### config.mk
export PLATFORM = sky130hd
export DESIGN_NAME = regfile_write_arbiter
export DESIGN_NICKNAME = d
export VERILOG_FILES = /design/src/rtl/regfile_write_arbiter.sv
export SDC_FILE = /design/constraint.sdc
export NUM_CORES = 1
export LEC_CHECK = 0
export CORE_MARGIN = 3
export CORE_UTILIZATION = 40
export CTS_BUF_LIST = sky130_fd_sc_hd__clkbuf_16
export DETAILED_ROUTE_END_ITERATION = 7
export GPL_ROUTABILITY_DRIVEN = 0
export PLACE_DENSITY_LB_ADDON = 0.05
export SYNTH_ARGS = -nofsm -noshare
export SYNTH_HDL_FRONTEND = slang
export SYNTH_SLANG_ARGS = --single-unit
export TNS_END_PERCENT = 100
### constraint.sdc
create_clock -name clk -period 2.05 [get_ports clk]
set_clock_uncertainty 0.15 [all_clocks]
set_input_delay 0.205 -clock clk [delete_from_list [all_inputs] [get_ports clk]]
set_output_delay 0.205 -clock clk [all_outputs]
set_load 0.005 [all_outputs]
### src/rtl/regfile_write_arbiter.sv
// regfile_write_arbiter
// Shares the single write port of the register file between two writeback
// requesters (A: pipeline/ALU, B: load/preload) using round-robin priority.
// It also contains a clear sequencer that writes zero to every register on command.
//
// Ports:
//   clk, rst_n            clock, asynchronous active-low reset
//   a_valid/a_ready       requester A handshake (a_ready is combinational)
//   a_rd, a_data          requester A destination register and data
//   b_valid/b_ready       requester B handshake (b_ready is combinational)
//   b_rd, b_data          requester B destination register and data
//   clr_start             one-cycle request to zero all registers
//   clr_busy              clear sweep in progress
//   clr_done              one-cycle pulse after the last clear write
//   regWrite, rd,         registered write strobe, address and data driven
//   writeData             straight into the register file
module regfile_write_arbiter #(
   parameter int unsigned NUM_REGS = 64,
   parameter int unsigned DATA_W   = 32,
   localparam int unsigned RdW     = $clog2(NUM_REGS)
) (
   input  logic              clk,
   input  logic              rst_n,
   input  logic              a_valid,
   output logic              a_ready,
   input  logic [RdW-1:0]    a_rd,
   input  logic [DATA_W-1:0] a_data,
   input  logic              b_valid,
   output logic              b_ready,
   input  logic [RdW-1:0]    b_rd,
   input  logic [DATA_W-1:0] b_data,
   input  logic              clr_start,
   output logic              clr_busy,
   output logic              clr_done,
   output logic              regWrite,
   output logic [RdW-1:0]    rd,
   output logic [DATA_W-1:0] writeData
);

   localparam logic [0:0] StArb   = 1'b0;
   localparam logic [0:0] StClear = 1'b1;

   localparam logic GrantA = 1'b0;
   localparam logic GrantB = 1'b1;

   localparam logic [RdW-1:0] LastReg = RdW'(NUM_REGS - 1);

   logic [0:0]        state_q, state_d;
   logic [RdW-1:0]    cnt_q, cnt_d;
   logic              last_grant_q, last_grant_d;
   logic              regwrite_q, regwrite_d;
   logic [RdW-1:0]    rd_q, rd_d;
   logic [DATA_W-1:0] wdata_q, wdata_d;
   logic              clr_done_q, clr_done_d;

   logic arb_en;
   logic a_grant, b_grant;
   logic a_hs, b_hs;

   // A clear request in ARB blocks both requesters for that cycle.
   assign arb_en = (state_q == StArb) && !clr_start;

   // On a conflict the requester that did not win last time is granted.
   assign a_grant = a_valid && (!b_valid || (last_grant_q == GrantB));
   assign b_grant = b_valid && !a_grant;

   assign a_ready = arb_en && a_grant;
   assign b_ready = arb_en && b_grant;

   assign a_hs = a_valid && a_ready;
   assign b_hs = b_valid && b_ready;

   always_comb begin
      state_d      = state_q;
      cnt_d        = cnt_q;
      last_grant_d = last_grant_q;
      regwrite_d   = 1'b0;
      rd_d         = rd_q;
      wdata_d      = wdata_q;
      clr_done_d   = 1'b0;

      case (state_q)
         StArb: begin
            if (clr_start) begin
               // The first sweep write (register 0) is issued in the next cycle.
               state_d    = StClear;
               cnt_d      = '0;
               regwrite_d = 1'b1;
               rd_d       = '0;
               wdata_d    = '0;
            end else if (a_hs) begin
               regwrite_d   = 1'b1;
               rd_d         = a_rd;
               wdata_d      = a_data;
               last_grant_d = GrantA;
            end else if (b_hs) begin
               regwrite_d   = 1'b1;
               rd_d         = b_rd;
               wdata_d      = b_data;
               last_grant_d = GrantB;
            end
         end
         StClear: begin
            // cnt_q mirrors the address currently presented on rd.
            if (cnt_q == LastReg) begin
               state_d    = StArb;
               cnt_d      = '0;
               clr_done_d = 1'b1;
            end else begin
               cnt_d      = cnt_q + 1'b1;
               regwrite_d = 1'b1;
               rd_d       = cnt_q + 1'b1;
               wdata_d    = '0;
            end
         end
         default: begin
            state_d = StArb;
         end
      endcase
   end

   always_ff @(posedge clk or negedge rst_n) begin
      if (!rst_n) begin
         state_q      <= StArb;
         cnt_q        <= '0;
         last_grant_q <= GrantB;
         regwrite_q   <= 1'b0;
         rd_q         <= '0;
         wdata_q      <= '0;
         clr_done_q   <= 1'b0;
      end else begin
         state_q      <= state_d;
         cnt_q        <= cnt_d;
         last_grant_q <= last_grant_d;
         regwrite_q   <= regwrite_d;
         rd_q         <= rd_d;
         wdata_q      <= wdata_d;
         clr_done_q   <= clr_done_d;
      end
   end

   assign clr_busy  = (state_q == StClear);
   assign clr_done  = clr_done_q;
   assign regWrite  = regwrite_q;
   assign rd        = rd_q;
   assign writeData = wdata_q;

endmodule

==> summary.md <==
The flow ran to the end, and the final reports show no timing, DRC or antenna violations. The total overflow left after global routing is 0. Summing all multi-input logic gate instances after layout gives 1149 µm². The number of enable-type register cells in the synthesized netlist is 0, and the shortest clock period the worst path allows after layout is 1.967 ns. Headroom to the max-slew limit came out at 62.32%. The die covers 7002 µm². Routing usage on met2: 31.38%. The count of nets left with antenna violations once routing finished came out at 0. The total stage count of the critical path is 4.

For this run, global-route usage on met1 was measured as 21.99%. Once detailed placement completed, the half-perimeter wirelength came to 4920 µm. For this design, the slowest cell found on the critical path is sky130_fd_sc_hd__dfstp_2.

The critical path's largest stage delay came out at 0.53 ns. The first routing iteration left 72 violations. IR analysis of the VDD net gives a maximum drop of 0.5478 mV. The layout has 454 filler cells. The run gives 0 as the number of inserted diodes. Using the TritonRoute via totals, the vias-per-cell ratio works out to 5.120. The initial antenna violation count was 0. The worst register-to-register path begins at cnt_q[0]. Synthesis produced 231 cells.

The worst setup path is captured at an output port. The layout overhead on the synthesized area came out at 64.85%. Excluding fillers, the count of instances in the completed layout stands at 434.

In this run the vertical extent of the chip is 83.68 µm. Leaving out fill and tap cells, the most frequent cells in the layout are sky130_fd_sc_hd__clkdlybuf4s50_1 (120), sky130_fd_sc_hd__dfrtp_1 (47), sky130_fd_sc_hd__nand2_1 (37), sky130_fd_sc_hd__mux2i_1 (33), sky130_fd_sc_hd__o21ai_2 (20). In the synthesized netlist the dominant register cell turns out to be sky130_fd_sc_hd__dfrtp_1. The run gives 4 as the number of search-and-repair iterations in the first detailed-routing pass.

The via count of the first global-routing pass was 2286; the sum of buffers and inverters on the critical path was 1. Entering global routing, the biggest net connects 27 pins. The aggregate routed wire length was 6415 µm. The first global-routing pass estimated 10450 µm of wire.

In the final layout, flip-flops and latches occupy 1202 µm². The run gives 425 as the cell total after placement. The total area inside the core boundary comes to 5675 µm². The run gives 0 as the final max-slew violation count. For this design the top-level I/O count stands at 124. The highest clock rate was 508.3 MHz; the number of vias after detailed routing was 2222. After synthesis, the largest area contributor takes up 48.73% of total cell area. In the final timing run, aggregate negative setup slack is 0 ns. TritonCTS built the clock tree. The later pin in the worst-skew pair is clocked with a latency of 0.28 ns. The logs give 0 for the total of max-cap violations and 49.82% for the fraction of the yosys area taken by sequential cells. For the post-synth net total, the log shows 313. Cell taking the most area after synthesis: sky130_fd_sc_hd__dfrtp_1. The worst-case register-to-register setup slack is 0.29 ns. Synthesis inferred 48 register bits. The proportion of register bits with asynchronous set or reset after synthesis was 100.0%; the slew at the pin closest to its max-slew limit was 0.5652 ns.

For the number of placement rows, the log shows 27. In this run the critical register-to-register path is captured at writeData[2]. The highest fanout seen on the critical path came out at 4.

The worst setup path is of the reg2out kind. The critical path goes through nand2b_4 -> nand2_2 -> and3_1 -> clkdlybuf4s50_1. Hold slack: 0.3006 ns. The number of warnings reported in the yosys synthesis log was 0; the total leakage power was 1.813 nW. STA puts the critical path data required time at 1.69 ns.

The cell sitting at the root of the clock tree is a sky130_fd_sc_hd__clkbuf_16. For the met3 track utilization from global routing, the log shows 6.713%. The type of the most critical hold path is in2async. Setup repair after global routing left no endpoint under its margin. The clock passes through at most 2 buffers.

After the last flow step, the layout net total stands at 443. Global routing consumed, over all layers together, 18.39% of the routing resources. The global routing stage identified its most utilized layer as met2.

For the worst setup path, the data arrival time is 1.61 ns. The clock tree synthesis step divided the H-tree into 2 levels. Counting cells, the worst reg-to-reg path comes to 6.

The run gives 42.53% as the initial standard-cell utilization of the core. Dividing the detail-routed wire length by the instance count gives 14.78 µm. Each instance of the synthesized netlist takes up on average 10.45 µm². The DRC violation count after routing came out at 0. For the final count of hold timing violations, the log shows 0.

Grouping stages by cell kind, the critical path spends the most delay in flip-flops. The clock sink count came out at 48. For this design the ratio of total power to cell area is 834.0 nW/µm². The clock transition at the register clock pins on the worst setup and hold paths after CTS works out to 0.06 ns. The worst setup path startpoint was last_grant_q. The worst setup path is launched from a flop. Leaving out fill and tap cells, the most frequent cell in the layout is sky130_fd_sc_hd__clkdlybuf4s50_1. End point of the critical path: b_ready.

The die width came out at 83.68 µm. Yosys attributes the largest share of cell area to sky130_fd_sc_hd__dfrtp_1 (49%), sky130_fd_sc_hd__mux2i_1 (14%), sky130_fd_sc_hd__o21ai_2 (7.6%). Fraction of layout cells with a size suffix above 1: 13.81%. The synthesized area is 2414 µm². The distinct cell type count after synthesis is 35, and the number of buffers inserted by port buffering is 123. Setup violations remaining at the end of the flow were counted as 0.

The ratio of final minimum period to clock period is 95.97%. Clock tree synthesis inserted a total of 5 buffers.
-- final cells by class --
| cell class | count | area share (%) |
|---|---|---|
| well taps | 72 | 2.264 |
| repair buffers | 138 | 34.37 |
| flip-flops and latches | 48 | 30.22 |
| clock inverters | 3 | 0.9434 |
| inverters | 2 | 0.1887 |
| multi-input cells | 166 | 28.87 |
| clock buffers | 5 | 3.145 |
-- power by group --
group	leakage, nW	internal, W	switching (W)
logic	1.10	0.000663	0.000490
registers	0.630	0.00112	0.000148
clock network	0.0864	0.000567	0.000329
-- Yosys cell counts (all sizes together) (2+ instances only) --
library cell,number
nor2,7
a21o,2
nand3,3
inv,2
mux2i,33
and4,2
a21boi,5
clkbuf,8
nand2b,2
a21oi,4
dfrtp,47
and3,6
o21ai,40
buf,7
nand4,2
a31oi,5
nand2,38
and2,2
a2bb2oi,5
-- worst min-delay path by stage --
stage | start | cells past startpoint | end | slack [ns]
2_1_floorplan | rst_n | 0 | clr_busy | -0.24
3_3_place_gp | rst_n | 1 | rd[3] | 0.07
3_5_place_dp | rst_n | 1 | rd[3] | 0.08
4_1_cts | b_valid | 3 | last_grant_q | 0.28
5_1_grt | rst_n | 2 | rd[3] | 0.34
6_report | rst_n | 2 | rd[3] | 0.30
-- sequential cells by signal, indices dropped and copies added (netlist names) --
register      count
writeData        32
clr_busy          1
last_grant_q      1
cnt_q             6
rd                6
clr_done          1
regWrite          1
-- logic make-up (layout without fill, tap and decap cells) --
kind of cell	Yosys count	in the layout	synth area share, %
AOI/OAI and AO/OA	64	64	18.77
DFF	48	48	49.82
buffers and inverters	17	148	3.888
and+or+nand+nor	66	66	12.60
muxes	33	33	13.69
xor gates and xnor gates	2	2	0.7259
adders and majority gates	1	1	0.5183
-- what timing repair did --
item	4_1_cts	5_1_grt
endpoints found under the setup margin	1	1
hold buffers	1	0
gates resized for setup	3	3
endpoints found under the hold margin	21	0
buffers inserted	0	0
pin swaps	0	0
cloned	0	0
-- per-stage QoR --
| step | power (W) | util (%) | area (µm²) | setup slack (ns) |
|---|---|---|---|---|
| after floorplan | 0.001892 | - | 2414 | 0.3763 |
| after global placement | 0.002412 | 66.82 | 3792 | 0.06026 |
| after detailed placement | 0.002434 | 66.82 | 3792 | 0.009900 |
| after CTS | 0.003343 | 69.86 | 3965 | 0.03293 |
| after global routing | 0.003523 | 70.11 | 3979 | 0.008819 |
| final | 0.003318 | 70.11 | 3979 | 0.08252 |
-- metal layers --
| metal | wire length (µm) | vias up | part of all wire (%) |
|---|---|---|---|
| met3 | 577 | 9 | 9.0 |
| met5 | 0 | - | 0 |
| li1 | - | 1085 | - |
| met2 | 3163 | 91 | 49 |
| met1 | 2590 | 1037 | 40 |
| met4 | 84 | 0 | 1.3 |
(Power assumes the default switching activity.)
